File: config.mk
export PLATFORM = sky130hd
export DESIGN_NAME = sort_result_reader
export DESIGN_NICKNAME = d
export VERILOG_FILES = /design/src/rtl/sort_pkg.sv /design/src/rtl/sort_edge_detect.sv /design/src/rtl/sort_result_reader.sv
export SDC_FILE = /design/constraint.sdc
export NUM_CORES = 1
export LEC_CHECK = 0
export ABC_AREA = 1
export ABC_CLOCK_PERIOD_IN_PS = 3100
export BUFFER_PORTS_ARGS = -buffer_cell sky130_fd_sc_hd__buf_2
export CAP_MARGIN = 20
export CORE_MARGIN = 1
export CORE_UTILIZATION = 49
export DETAILED_ROUTE_END_ITERATION = 10
export GPL_ROUTABILITY_DRIVEN = 0
export HOLD_SLACK_MARGIN = 0.1
export MAX_ROUTING_LAYER = met4
export PLACE_DENSITY = 0.88
export REMOVE_ABC_BUFFERS = 1
export SYNTH_ARGS = -nofsm -noshare
export SYNTH_HDL_FRONTEND = slang
export SYNTH_SLANG_ARGS = --single-unit
File: constraint.sdc
create_clock -name clk -period 3.1 [get_ports clk]
set_clock_uncertainty 0.05 [all_clocks]
set_input_delay 0.155 -clock clk [delete_from_list [all_inputs] [get_ports clk]]
set_output_delay 0.155 -clock clk [all_outputs]
set_load 0.05 [all_outputs]
File: src/rtl/sort_pkg.sv
// Shared defaults and state type for the sorted-result reader.
// Holds DW/DEPTH/AW defaults and the reader FSM state enum.
package sort_pkg;

  localparam int DEF_DW    = 8;
  localparam int DEF_DEPTH = 8;
  localparam int DEF_AW    = $clog2(DEF_DEPTH);

  typedef enum logic [2:0] {
    IDLE = 3'd0,
    READ = 3'd1,
    WAIT = 3'd2,
    HOLD = 3'd3,
    FIN  = 3'd4
  } rd_state_e;

endpackage

File: src/rtl/sort_edge_detect.sv
// Registered rising-edge detector with async active-low reset.
// Ports: clk, rst_n, d_i (level in), rise_o (1-cycle rise flag).
module sort_edge_detect (
  input  logic clk,
  input  logic rst_n,
  input  logic d_i,
  output logic rise_o
);

  logic d_q;
  logic armed_q;

  always_ff @(posedge clk or negedge rst_n) begin
    if (!rst_n) begin
      d_q     <= 1'b0;
      armed_q <= 1'b0;
    end else begin
      d_q     <= d_i;
      armed_q <= 1'b1;
    end
  end

  // No edge until one real sample has been taken after reset,
  // so a level already high at release is not a trigger.
  assign rise_o = armed_q & d_i & ~d_q;

endmodule

File: src/rtl/sort_result_reader.sv
// Streams DEPTH words out of the sorter RAM on a done_in rising edge.
// Ports: clk, rst_n, done_in, ram_rd_en/ram_addr/ram_rdata (RAM read,
// 1-cycle latency), out_data/out_valid/out_ready/out_last (byte
// stream), busy, dump_done. Macro SORT_READ_DESCEND_EN reverses the
// address order (DEPTH-1 down to 0).
module sort_result_reader
  import sort_pkg::*;
#(
  parameter int DW    = DEF_DW,
  parameter int DEPTH = DEF_DEPTH,
  parameter int AW    = DEF_AW
) (
  input  logic          clk,
  input  logic          rst_n,
  input  logic          done_in,
  output logic          ram_rd_en,
  output logic [AW-1:0] ram_addr,
  input  logic [DW-1:0] ram_rdata,
  output logic [DW-1:0] out_data,
  output logic          out_valid,
  input  logic          out_ready,
  output logic          out_last,
  output logic          busy,
  output logic          dump_done
);

`ifdef SORT_READ_DESCEND_EN
  localparam logic [AW-1:0] ADDR_FIRST = AW'(DEPTH - 1);
  localparam logic [AW-1:0] ADDR_LAST  = '0;
`else
  localparam logic [AW-1:0] ADDR_FIRST = '0;
  localparam logic [AW-1:0] ADDR_LAST  = AW'(DEPTH - 1);
`endif

  rd_state_e     state_q, state_d;
  logic [AW-1:0] addr_q, addr_d;
  logic [DW-1:0] data_q, data_d;
  logic          trig;
  logic          at_last;
  logic [AW-1:0] addr_step;

  sort_edge_detect u_edge (
    .clk    (clk),
    .rst_n  (rst_n),
    .d_i    (done_in),
    .rise_o (trig)
  );

  assign at_last = (addr_q == ADDR_LAST);

`ifdef SORT_READ_DESCEND_EN
  assign addr_step = addr_q - AW'(1);
`else
  assign addr_step = addr_q + AW'(1);
`endif

  always_ff @(posedge clk or negedge rst_n) begin
    if (!rst_n) begin
      state_q <= IDLE;
      addr_q  <= '0;
      data_q  <= '0;
    end else begin
      state_q <= state_d;
      addr_q  <= addr_d;
      data_q  <= data_d;
    end
  end

  always_comb begin
    state_d = state_q;
    addr_d  = addr_q;
    data_d  = data_q;
    unique case (state_q)
      IDLE: begin
        if (trig) begin
          state_d = READ;
          addr_d  = ADDR_FIRST;
        end
      end
      READ: begin
        state_d = WAIT;
      end
      WAIT: begin
        data_d  = ram_rdata;
        state_d = HOLD;
      end
      HOLD: begin
        if (out_ready) begin
          if (at_last) begin
            state_d = FIN;
          end else begin
            addr_d  = addr_step;
            state_d = READ;
          end
        end
      end
      FIN: begin
        state_d = IDLE;
      end
      default: begin
        state_d = IDLE;
      end
    endcase
  end

  assign ram_rd_en = (state_q == READ);
  assign ram_addr  = addr_q;
  assign out_data  = data_q;
  assign out_valid = (state_q == HOLD);
  assign out_last  = (state_q == HOLD) & at_last;
  assign dump_done = (state_q == FIN);
  assign busy      = (state_q == READ) |
                     (state_q == WAIT) |
                     (state_q == HOLD);

endmodule

# Word-level counts from Yosys, hierarchy flattened
# Index checks and enable logic that the tools add are counted.
# Widths: inputs -> output; s select.
# totals
input_bits	12
regBits	16
elab_cells	32
output_inout_bits	16
# op_classes
eq_ne	8
n_reduce_logical	4
n_bitwise	6
mux	8
add_sub_neg	1
# op_table
cell	n
$mux 3	6
$pmux 3 s4	1
$eq 3x2->1 const B	2
$eq 3x3->1 const B	2
$pmux 3 s2	1
$ne 2x2->1 const B	2
$reduce_and 4->1	1
$add 3x1->3 const B	1
$and 1x1->1	3
$eq 3x1->1 const B	1
$logic_not 3->1	1
$ne 2x1->1 const B	1
$or 1x1->1	2
$reduce_and 2->1	1
$reduce_bool 2->1	1
$not 1->1	1

# Depth between registers and ports, before layout
# logic_depth
ltp_word	4
mapped_depth	9

# Cells and area by module
# Synthesis repeated with hierarchy kept, for this count alone.
# hier_totals
hier_cells	87
hier_area_um2	778.2
# modules_own_cells
mod	area_per_inst_um2	cells_per_inst	seq_area_each_um2	n_inst
sort_result_reader	714.4	82	350.3	1
sort_edge_detect	63.8	5	50.0	1

# Worst setup path after synthesis
# OpenSTA, ideal clock, no wires.
# synth_timing
path_kind	register to register
startpoint	register state_q[1]
endpoint	register state_q[1]
synth_period_minus_slack_ns	1.966
arrival_time_ns	1.829
path_slack_ns	1.134
path_stages_with_launch	5
setup_ns	0.087
cell_sequence	dfrtp_1 -> buf_6 -> nor3_1 -> inv_1 -> o211ai_1
# synth_between
elab_cells_between_ends	8
cone_classes	5 x eq/ne; 1 x mux; 2 x reduce/logical
# synth_rtl
element	line	rtl
start: declaration	sort_result_reader.sv:35	rd_state_e state_q, state_d;
start signal: assignment	sort_result_reader.sv:63	state_q <= state_d;
$eq 3x1->1	n/a	
named net ram_rd_en	sort_result_reader.sv:16	output logic ram_rd_en,
$pmux 3 s4	sort_result_reader.sv:73	unique case (state_q)
# The timed path passes the listed nets, and every way through them passes these cells.
# A chain may end at the register's enable or synchronous reset.

# Worst setup path in the final report
# layout_timing
startpoint	register addr_q[0], in the netlist ram_addr[0]
endpoint	output port out_last
# layout_between
elab_chain_cells	2
# layout_lines
element	line	rtl
start: declaration	sort_result_reader.sv:36	logic [AW-1:0] addr_q, addr_d;
start signal: assignment	sort_result_reader.sv:64	addr_q <= addr_d;
$eq 3x3->1	sort_result_reader.sv:49	assign at_last = (addr_q == ADDR_LAST);
$and 1x1->1	sort_result_reader.sv:110	assign out_last = (state_q == HOLD) & at_last;
end: declaration	sort_result_reader.sv:22	output logic out_last,
# No other way between the ends.

==> impl_metrics.json <==
{
  "rr_endpoint": "ram_addr[0]",
  "die_area_um2": 1647,
  "r2r-start": "ram_addr[0]",
  "synth-main-ff-cell": "dfrtp_1",
  "cp_num_buf_inv": 2,
  "post_cts_buffers": 0,
  "drtIter0Drc": 8,
  "cp-startpoint": "ram_addr[0]",
  "num_vias": 640,
  "antenna_cells": 0,
  "startpoint_type": "register",
  "hold_viol": 0,
  "power_leakage_nw": 0.5416,
  "path_clk_slew_ps": 90,
  "rsz0062_at_grt": "false",
  "p_seq_share_pct": 31.0,
  "coreArea_um2": 1350,
  "wl_per_cell_um": 13.92,
  "synth_top_area_share_pct": 54.89,
  "synth_top_area_cell": "dfrtp_1",
  "drc": 0,
  "clk_latency_ps": 280,
  "cts_tree": "yes",
  "syn_area_per_cell_um2": 10.42,
  "worst-r2r-setup-slack_ps": 1660,
  "crit_fanout": 4,
  "multi_input_area_um2": 286.5,
  "grt_first_pass_wirelength_mm": 2.504,
  "areaGrowthSynthToFinish_pct": 37.74,
  "grt_pass1_vias": 594,
  "slew_viol_final": 0,
  "finalSetupViolations": 0,
  "dp_hpwl_mm": 1.079,
  "gr-usage-met1_pct": 28.01,
  "firstDrtPassIters": 4,
  "grt_use_total_pct": 24.94,
  "p_int_mw": 0.5275,
  "ys_types": 19,
  "crit_chain": "ha_1, ha_1, nand4_1, inv_1, buf_2",
  "regArea_um2": 400.4,
  "ys_ff_latch": 16,
  "cts_made_buffers": 3,
  "pwr-share-clk_pct": 9.3,
  "final_util_pct": 74.42,
  "hold_path_class": "input port to async pin",
  "power.share.combinational_pct": 59.7,
  "fillers": 95,
  "die_y_um": 40.59,
  "fin_crit_sh_pct": 54.34,
  "grt_overflow": 0,
  "synthCells": 70,
  "numPortBuffers": 27,
  "gr-usage-met3_pct": 5.556,
  "rows": 13,
  "start_util_pct": 54.03,
  "switchingPower_mw": 0.6293,
  "drv_cap": 0,
  "fp.dieW_um": 40.59,
  "synth_seq_area_share_pct": 54.89,
  "required_ps": 2890,
  "synth_edf_count": 0,
  "final_layout_size_suffix_gt1_share_pct": 41.82,
  "status": "finished clean",
  "fmax_ghz": 0.5936,
  "synth_area_leaders": "dfrtp_1 (55%), mux2_2 (12%), nand2_1 (6.2%)",
  "fin_setup_tns_ps": 0,
  "gr-max-usage-layer": "met2",
  "crit_top_cell": "ha_1",
  "finalNetCount": 126,
  "rr_worst_depth": 8,
  "critical_path_class": "register to output pin",
  "antenna_found_initial": 0,
  "ant_nets": 0,
  "p_sw_share_pct": 54.40,
  "path_delay_family": "flip-flops",
  "vdd_drop_max_mv": 0.8180,
  "min_period_ps": 1685,
  "viasPerCell": 5.120,
  "crit_path_top_delay_cell": "dfrtp_1",
  "ys_top_cells_by_count": "dfrtp_1 (16), nand2_1 (12), mux2_2 (8), inv_1 (6), nor2_1 (6)",
  "ioPinCount": 28,
  "syn_area_um2": 729.5,
  "met2_usage_pct": 43.65,
  "power.density_nw_per_um2": 1151,
  "grt_max_degree": 17,
  "crit_path_end_kind": "output pin",
  "drt_wl_total_mm": 1.740,
  "clkSinkCount": 16,
  "postSynth.asyncResetShare_pct": 100.0,
  "synth.most_common_cell": "dfrtp_1",
  "cp.arrival_ps": 1480,
  "cts_root_buf": "clkbuf_4",
  "yosysWarnings": 0,
  "max_stage_delay_ps": 410,
  "cts.htree.levels": 1,
  "clockBufferDepth": 2
}
through the flow:
step	std cells	power (mW)	cell area, um2	hold WS, ps	setup slack (ps)
after detailed placement	111	1.023	872.1	35.96	1674
after CTS	125	1.138	1005	265.9	1414
after global routing	125	1.213	1005	294.8	1301
final	125	1.157	1005	247.2	1415
after global placement	111	0.9982	872.1	31.18	1731
after floorplan	69	0.8748	718.2	-190.6	1155
routing by layer:
layer | share of wire [%] | up-vias | wire (um)
li1 | - | 312 | -
met1 | 43 | 296 | 748
met2 | 50 | 27 | 871
met3 | 5.8 | 5 | 101
met4 | 1.1 | 0 | 19
met5 | 0 | - | 0
what timing repair did:
| item | 4_1_cts | 5_1_grt |
|---|---|---|
| hold buffers | 11 | 0 |
| gates resized for setup | 0 | 0 |
| hold endpoints to repair | 27 | 0 |
placed cells by master, fill, tap and decap left out:
cell type,Yosys,final
nand2_1,12,12
nor2_2,3,3
dlygate4sd3_1,0,11
o21ai_0,1,1
mux2_2,8,8
clkbuf_4,0,3
ha_1,2,2
nand2_2,1,1
nor2_1,6,6
nand3_1,3,3
o22ai_1,1,1
conb_1,1,1
nand4_1,1,1
nand3_2,2,2
inv_2,1,1
buf_2,0,27
dfrtp_1,16,16
inv_1,6,6
o211ai_1,1,1
clkinv_2,1,1
nor3_1,3,3
area by class of cell:
| cell class | count | area share [%] |
|---|---|---|
| clock buffer | 3 | 2.242 |
| inverter | 8 | 3.113 |
| multi-input combinational | 45 | 28.52 |
| sequential | 16 | 39.85 |
| tap | 15 | 1.868 |
| timing repair buffer | 38 | 24.41 |
power by group through the flow:
stage	registers [mW]	logic, mW	clock network (mW)
after floorplan	0.572	0.303	0
after global placement	0.348	0.650	0
after detailed placement	0.355	0.668	0
after CTS	0.351	0.680	0.107
after global routing	0.368	0.730	0.115
final	0.359	0.690	0.108
kinds of logic after synthesis:
family | synth area share (%)
simple gates | 20.41
flops | 54.89
buf+inv | 5.830
mux | 12.35
compound gates | 2.573
fa+ha+maj | 3.430
other cells | 0.5141
worst max path at each step:
stage             endpoint  slack, ps  depth (start not counted)
2_1_floorplan   state_q[1]       1150                          3
3_3_place_gp   ram_addr[0]       1730                          8
3_5_place_dp   ram_addr[2]       1670                          8
4_1_cts           out_last       1410                          5
5_1_grt           out_last       1300                          5
6_report          out_last       1420                          5
sequential cells by signal (all words and copies together), names as in the netlist:
register        flops
ram_addr            3
u_edge.armed_q      1
out_data            8
u_edge.d_q          1
state_q             3
No activity file was read; power rests on OpenSTA's default activity.
